[src/rtl/imem_fetch_unit.sv]
// imem_fetch_unit: byte-addressed instruction memory with a one-deep
// fetch response register and a byte-wide load port.
//
// Ports
//   clk, nreset          clock, asynchronous active-low reset
//   req_valid/ready/addr fetch request (req_ready is combinational)
//   rsp_valid/ready      response handshake
//   rsp_data             fetched 32-bit word (0 on fault)
//   rsp_fault            bit0 misaligned, bit1 out of range
//   load_en/addr/byte    byte write into memory; has priority over fetch
module imem_fetch_unit #(
  parameter int unsigned ADDR_W      = 32,
  parameter int unsigned DEPTH_BYTES = 256,
  parameter bit          BIG_ENDIAN  = 1'b1
) (
  input  logic              clk,
  input  logic              nreset,
  input  logic              req_valid,
  output logic              req_ready,
  input  logic [ADDR_W-1:0] req_addr,
  output logic              rsp_valid,
  input  logic              rsp_ready,
  output logic [31:0]       rsp_data,
  output logic [1:0]        rsp_fault,
  input  logic              load_en,
  input  logic [ADDR_W-1:0] load_addr,
  input  logic [7:0]        load_byte
);

  localparam int unsigned       IDX_W          = $clog2(DEPTH_BYTES);
  localparam logic [ADDR_W-1:0] LAST_WORD_ADDR = ADDR_W'(DEPTH_BYTES - 4);
  localparam logic [ADDR_W-1:0] DEPTH_ADDR     = ADDR_W'(DEPTH_BYTES);

  typedef enum logic [1:0] {
    IDLE = 2'd0,
    RESP = 2'd1,
    LOAD = 2'd2
  } state_e;

  state_e      state_q, state_d;
  logic        rsp_valid_q, rsp_valid_d;
  logic [31:0] rsp_data_q, rsp_data_d;
  logic [1:0]  rsp_fault_q, rsp_fault_d;

  logic [7:0]  mem_q [DEPTH_BYTES];

  logic             accept_c;
  logic             handshake_c;
  logic             load_we_c;
  logic [IDX_W-1:0] rd_idx_c;
  logic [IDX_W-1:0] wr_idx_c;
  logic [7:0]       rd_byte_c [4];
  logic [31:0]      fetch_word_c;
  logic [1:0]       fetch_fault_c;

  // Loads block fetch acceptance; a held response frees the slot when consumed.
  assign req_ready   = !load_en && (!rsp_valid_q || rsp_ready);
  assign accept_c    = req_valid && req_ready;
  assign handshake_c = rsp_valid_q && rsp_ready;

  assign rsp_valid = rsp_valid_q;
  assign rsp_data  = rsp_data_q;
  assign rsp_fault = rsp_fault_q;

  // Out-of-range test is done at full address width so large addresses never alias.
  assign fetch_fault_c = {req_addr > LAST_WORD_ADDR, req_addr[1:0] != 2'b00};
  assign rd_idx_c      = req_addr[IDX_W-1:0];

  // Gather the four bytes of the requested word and order them by endianness.
  always_comb begin
    for (int unsigned i = 0; i < 4; i++) begin
      rd_byte_c[i] = mem_q[IDX_W'(rd_idx_c + IDX_W'(i))];
    end
    if (BIG_ENDIAN) begin
      fetch_word_c = {rd_byte_c[0], rd_byte_c[1], rd_byte_c[2], rd_byte_c[3]};
    end else begin
      fetch_word_c = {rd_byte_c[3], rd_byte_c[2], rd_byte_c[1], rd_byte_c[0]};
    end
  end

  // Next-state and response register update.
  always_comb begin
    state_d     = state_q;
    rsp_valid_d = rsp_valid_q;
    rsp_data_d  = rsp_data_q;
    rsp_fault_d = rsp_fault_q;

    if (accept_c) begin
      rsp_valid_d = 1'b1;
      rsp_fault_d = fetch_fault_c;
      rsp_data_d  = (fetch_fault_c != 2'b00) ? 32'h0 : fetch_word_c;
    end else if (handshake_c) begin
      rsp_valid_d = 1'b0;
    end

    case (state_q)
      IDLE: begin
        if (accept_c) begin
          state_d = RESP;
        end else if (load_en) begin
          state_d = LOAD;
        end
      end
      RESP: begin
        if (handshake_c && !accept_c) begin
          state_d = IDLE;
        end
      end
      LOAD: begin
        // req_ready rises in the same cycle load_en falls, so a fetch may land here.
        if (!load_en) begin
          state_d = accept_c ? RESP : IDLE;
        end
      end
      default: state_d = IDLE;
    endcase
  end

  // Control and response registers.
  always_ff @(posedge clk or negedge nreset) begin
    if (!nreset) begin
      state_q     <= IDLE;
      rsp_valid_q <= 1'b0;
      rsp_data_q  <= 32'h0;
      rsp_fault_q <= 2'b00;
    end else begin
      state_q     <= state_d;
      rsp_valid_q <= rsp_valid_d;
      rsp_data_q  <= rsp_data_d;
      rsp_fault_q <= rsp_fault_d;
    end
  end

  // Byte storage; not reset so program contents survive a core reset.
  assign load_we_c = load_en && (load_addr < DEPTH_ADDR);
  assign wr_idx_c  = load_addr[IDX_W-1:0];

  always_ff @(posedge clk) begin
    if (load_we_c) begin
      mem_q[wr_idx_c] <= load_byte;
    end
  end

endmodule
[config.mk]
export PLATFORM = sky130hd
export DESIGN_NAME = imem_fetch_unit
export DESIGN_NICKNAME = d
export VERILOG_FILES = /design/src/rtl/imem_fetch_unit.sv
export SDC_FILE = /design/constraint.sdc
export NUM_CORES = 2
export LEC_CHECK = 0
export CAP_MARGIN = 5
export CORE_UTILIZATION = 60
export DETAILED_ROUTE_END_ITERATION = 12
export PLACE_DENSITY = 0.79
export SETUP_SLACK_MARGIN = 0.02
export SLEW_MARGIN = 25
export SYNTH_ARGS = -nofsm -noshare
export SYNTH_HDL_FRONTEND = slang
export SYNTH_SLANG_ARGS = --single-unit
[constraint.sdc]
create_clock -name clk -period 3.2 [get_ports clk]
set_input_delay 0.96 -clock clk [delete_from_list [all_inputs] [get_ports clk]]
set_output_delay 0.96 -clock clk [all_outputs]
set_load 0.01 [all_outputs]
## After elaboration in Yosys (flattened, before gate mapping)

Memories as Yosys holds them, arrays and structs flattened.
Index checks and enable logic that the tools add are counted.

| word-level totals | value |
|---|---|
| flip-flop bits (word level) | 35 |
| RAM bits | 2,048 |
| input port bits | 77 |
| output and inout port bits | 36 |
| memories | 1 |

| operators by class | value |
|---|---|
| $add $sub $neg | 3 |
| order comparisons | 2 |
| muxes and demuxes | 5 |
| reductions and logical operators | 10 |

Memories:

| name | words | width | rd ports | clocked after memory_dff | wr ports | line | text |
|---|---|---|---|---|---|---|---|
| mem_q | 256 | 8 | 4 | 0 | 1 | 45 | `logic [7:0] mem_q [DEPTH_BYTES];` |

Operators with widths:

| operator | number |
|---|---|
| 32-bit by 8-bit greater-than comparator with 1-bit output (second input constant) | 1 |
| 32-bit by 9-bit < comparator with 1-bit output (second input constant) | 1 |
| 32-bit 2-to-1 mux | 1 |
| 8-bit by 2-bit adder with 8-bit output (second input constant) | 2 |
| 8-bit by 1-bit adder with 8-bit output (second input constant) | 1 |
| 2-bit nonzero test | 3 |
| 1-bit logical AND | 4 |
| 1-bit 2-to-1 mux | 4 |
| 1-bit zero test | 2 |
| 1-bit logical OR | 1 |

## Depth between registers and ports, before layout

| depth | value |
|---|---|
| depth in word-level cells | 5 |
| gate-level depth with buffers | 21 |
| depth with buffers taken out | 10 |

## Least setup slack after synthesis

Ideal clock, no wire load.

| timing path | value |
|---|---|
| path kind | input port to flip-flop |
| start | input port req_addr[0] |
| end | register rsp_data_q[17], in the netlist rsp_data[17] |
| setup time | 0.131 ns |
| arrival | 4.704 ns |
| data required time | 3.069 ns |
| setup slack | -1.635 ns |
| stages | 16 |
| path buffers | 8 |
| path through | buf_6 -> buf_8 -> buf_6 -> buf_6 -> inv_2 -> buf_6 -> buf_2 -> ha_1 -> buf_4 -> buf_1 -> mux4_2 -> mux4_2 -> mux2i_1 -> a211oi_1 -> a2111oi_0 -> nand2_1 |

| between the ends | value |
|---|---|
| word-level cells in the longest chain between the ends | 3 |
| elaborated cells between the ends (all ways) | 6 |

RTL lines:

| element | line | text |
|---|---|---|
| from (decl) | 20 | `input logic [ADDR_W-1:0] req_addr,` |
| 8-bit by 1-bit adder with 8-bit output (tied with other cells) | 72 | `rd_byte_c[i] = mem_q[IDX_W'(rd_idx_c + IDX_W'(i))];` |
| memory read 256 x 8 bit or 2-bit nonzero test (tied branches) | n/a |  |
| 32-bit 2-to-1 mux (*) | 91 | `rsp_data_d = (fetch_fault_c != 2'b00) ? 32'h0 : fetch_word_c;` |
| to (signal assigned) | 129 | `rsp_data_q <= rsp_data_d;` |
| to (decl) | 42 | `logic [31:0] rsp_data_q, rsp_data_d;` |

Every way passes the cells marked *; elsewhere a longest branch is shown, timed or not.
A chain may end at the register's enable or synchronous reset.

## Worst setup path after layout

| timing path | value |
|---|---|
| start | input port req_addr[0] |
| end | register rsp_data_q[7], in the netlist rsp_data[7] |

| between the ends | value |
|---|---|
| word-level cells in the longest chain between the ends | 3 |
| elaborated cells between the ends (all ways) | 6 |

RTL lines:

| element | line |
|---|---|
| 8-bit by 2-bit adder with 8-bit output (tied with other cells) | 72 |
| memory read 256 x 8 bit or 2-bit nonzero test (tied branches) | n/a |
| 32-bit 2-to-1 mux (*) | 91 |

Marked as above.

==> flow_summary.yaml <==
pwr:
  powerDensity_nw_per_um2: 455
  p_leak_uw: 0.0533
  ir_worst_vdd_mv: 0.678
synth:
  ys_warn_count: 0
  ys_seq_area_share_pct: 47.7
  ys_top_cells_by_area: "edfxtp_1, mux4_2, nand2_1"
  ys.flop_type: "edfxtp_1"
  yosysTopAreaCellShare_pct: 47.0
  syn_inst: 7196
  synth_edf_count: 2048
  postSynthAreaPerCell_sq_um: 18.2
  synth.cell_area_sq_um: 131000
  syn-num-nets: 7278
  yosys.area.top_type: "edfxtp_1"
  ys_seq_elements: 2083
  synthArstFlopShare_pct: 1.68
  ys_types: 65
setup_path:
  r2r_end: "rsp_data[25]"
  r2r-start: "mem_q[124][1]"
  slowest_stage: "o211ai_1"
  critPathCaptureType: "register"
  cp_top_family: "buffers and inverters"
  cp-start-kind: "input port"
  cp_num_buf_inv: 7
  crit_arrival_ps: 4270
  worst-setup-path-type: "input port to register"
  cp_common_cell: "buf_16"
  cp.required_ps: 4030
  crit_fanout: 8
  crit_chain: "buf_16, inv_8, ha_4, buf_6, buf_16, buf_8, buf_16, mux4_2, mux4_2, mux2i_1, buf_4, o211ai_1, a32o_1"
  rr_worst_depth: 9
  r2r_slack_ps: 200
  critPathMaxStageDelay_ps: 480
sta:
  timing.final.ws_setup_ps: -242
  fmax_mhz: 291
  finClkSkew_ps: 49.9
  finalCritPeriodShare_pct: 108
  final-hold-violation-count: 0
  rsz0062_at_grt: "yes"
  slew_headroom_pct: 22.0
  period_minus_slack_ps: 3440
  fin_tns_setup_ps: -2060
  slew_viol_final: 0
  hold_slack_ps: 31.3
  finalSetupViolCount: 30
  worst_pin_slew_ps: 1160
worst_hold_path:
  hold_class: "input port to async pin"
placed_design:
  dpl_cell_area_sq_um: 147000
  preCtsSetupSlack_ps: -1450
  numPortBuffers: 112
  dp_hpwl_mm: 354
  place_congestion: 1.08
floorplan:
  dieArea_sq_um: 220000
  die_w_microns: 469
  chipHeight_microns: 469
  start_util_pct: 60.7
  top_level_ports: 113
  core-area_sq_um: 215000
  row_count: 170
layout:
  area_delta_synth_final_pct: 21.9
  fin_nets: 8594
  multiInputGateArea_sq_um: 65600
  fin_util_pct: 74.0
  finish.instance_area_sq_um: 159000
  drive_gt1_share_pct: 53.2
  num-fill-cells: 11920
  ff_latch_area_sq_um: 62400
detailed_routing:
  routedWlPerCell_microns: 45.6
  vias_per_cell: 8.47
  drc: 0
  drtIter0Drc: 19986
  antenna_left: 0
  via_count: 98031
  dr.pass1.iters: 9
  wl_mm: 528
clocking:
  cts_tree: "built"
  worstSkewPairLatency_ps: 950
  root_buffer: "clkbuf_16"
  cts_buffers: 218
  cts_hold_buf: 0
  clk_path_buf_depth: 3
  ctsHtreeMaxLevel: 4
  cts.clk_slew.worst_paths_ps: 60
  cts_sinks: 2083
outcome:
  violations: "setup timing"
  status: "complete, but fails checks"
global_routing:
  grt_pass1_vias: 94026
  grt_max_degree: 113
  grt_antenna_before_repair: 36
  gr-total-overflow: 0
  track_usage_pct: 48.0
  grt_pass1_wl_mm: 726
run:
  drv_cap: 0
## worst max-delay path by stage
stage	slack (ps)	start	cells after the start	endpoint
finish	-240	req_addr[0]	13	rsp_data[7]
global route	-150	req_addr[0]	13	rsp_data[3]
CTS	-50	req_addr[0]	15	rsp_data[0]
detailed placement	-1450	req_addr[1]	14	rsp_data[0]
global placement	-1450	req_addr[1]	14	rsp_data[0]
floorplan	-980	req_addr[0]	17	rsp_data[17]
## routing by layer
layer	track usage (%)	routed length (microns)	up-vias
met3	23.0	99100	2833
li1	-	-	34606
met2	67.8	225000	11606
met4	35.0	53000	46
met1	57.6	151000	48940
met5	1.71	641	-
## Yosys cell counts, drive strengths merged (9+ instances only)
| cell | instances |
|---|---|
| mux4 | 2367 |
| edfxtp | 2048 |
| nand2 | 674 |
| buf | 538 |
| nor2 | 314 |
| nand3 | 204 |
| mux2i | 181 |
| clkbuf | 172 |
| a21oi | 114 |
| o21ai | 76 |
| a31oi | 60 |
| a221oi | 42 |
| nand4 | 39 |
| dfrtp | 35 |
| nor4 | 31 |
| and3 | 30 |
| xnor2 | 23 |
| a32oi | 21 |
| a2111oi | 19 |
| nor3 | 18 |
| inv | 16 |
| o211ai | 16 |
| o22ai | 15 |
| a211oi | 11 |
| nor2b | 9 |
## where the power goes
part           total, uW  switching (uW)  internal, uW  leakage, uW
clock network      27300           11800         15500      0.00360
registers          29900            2.35         29900       0.0189
logic              15300            8240          7080       0.0308
## repair_timing
item / 4_1_cts / 5_1_grt
endpoints found under the hold margin: 0 / 0
gates cloned: 35 / 18
buffers inserted: 64 / 110
endpoints found under the setup margin: 33 / 36
pin swaps: 31 / 47
gates resized for setup: 243 / 163
## sequential cells by signal, summed over array words and instances (netlist names)
name	cells
mem_q	2048
rsp_data	32
rsp_fault	2
rsp_valid	1
## logic make-up (layout without fill, tap and decap cells)
kind of cell    Yosys count  in the layout  synth area share, %
buf+inv                 727           2235                 3.14
fa+ha+maj                 5              5               0.0479
flops                  2083           2083                 47.7
xor+xnor                 31             31                0.213
other cells               0             37                    0
mux                    2550           2550                 42.2
compound gates          446            446                 2.29
simple gates           1354           1354                 4.40
## cells in the final DEF, fill, tap and decap left out, drive strengths merged, types with 9 or more instances in the layout
master	instances
bufbuf	22
mux2i	181
a31oi	60
o211ai	16
mux4	2367
clkbuf	270
nand4	39
a32oi	21
nor3	18
diode	37
nand2	674
a21oi	114
a211oi	11
a2111oi	19
a221oi	42
nor2b	9
nor4	31
o21ai	76
and3	30
edfxtp	2048
buf	1669
clkinv	81
nand3	204
dfrtp	35
o22ai	15
clkinvlp	31
clkdlybuf4s50	96
xnor2	23
nor2	314
bufinv	35
inv	30
## area by class of cell
cell class                 instances  area share (%)
clock inverter                   160            1.23
clock buffer                     252            3.53
timing repair buffer            1806            12.6
antenna                           37          0.0581
sequential                      2083            39.1
inverter                          17          0.0542
tap                             2838            2.23
multi-input combinational       4386            41.2
## metrics by stage
stage               instances  total power [uW]
CTS                     11421             71200
finish                  11579             72600
detailed placement      10911             43700
floorplan                7196             38400
global placement        10911             43600
global route            11546             73400
No activity file was read; power rests on OpenSTA's default activity.
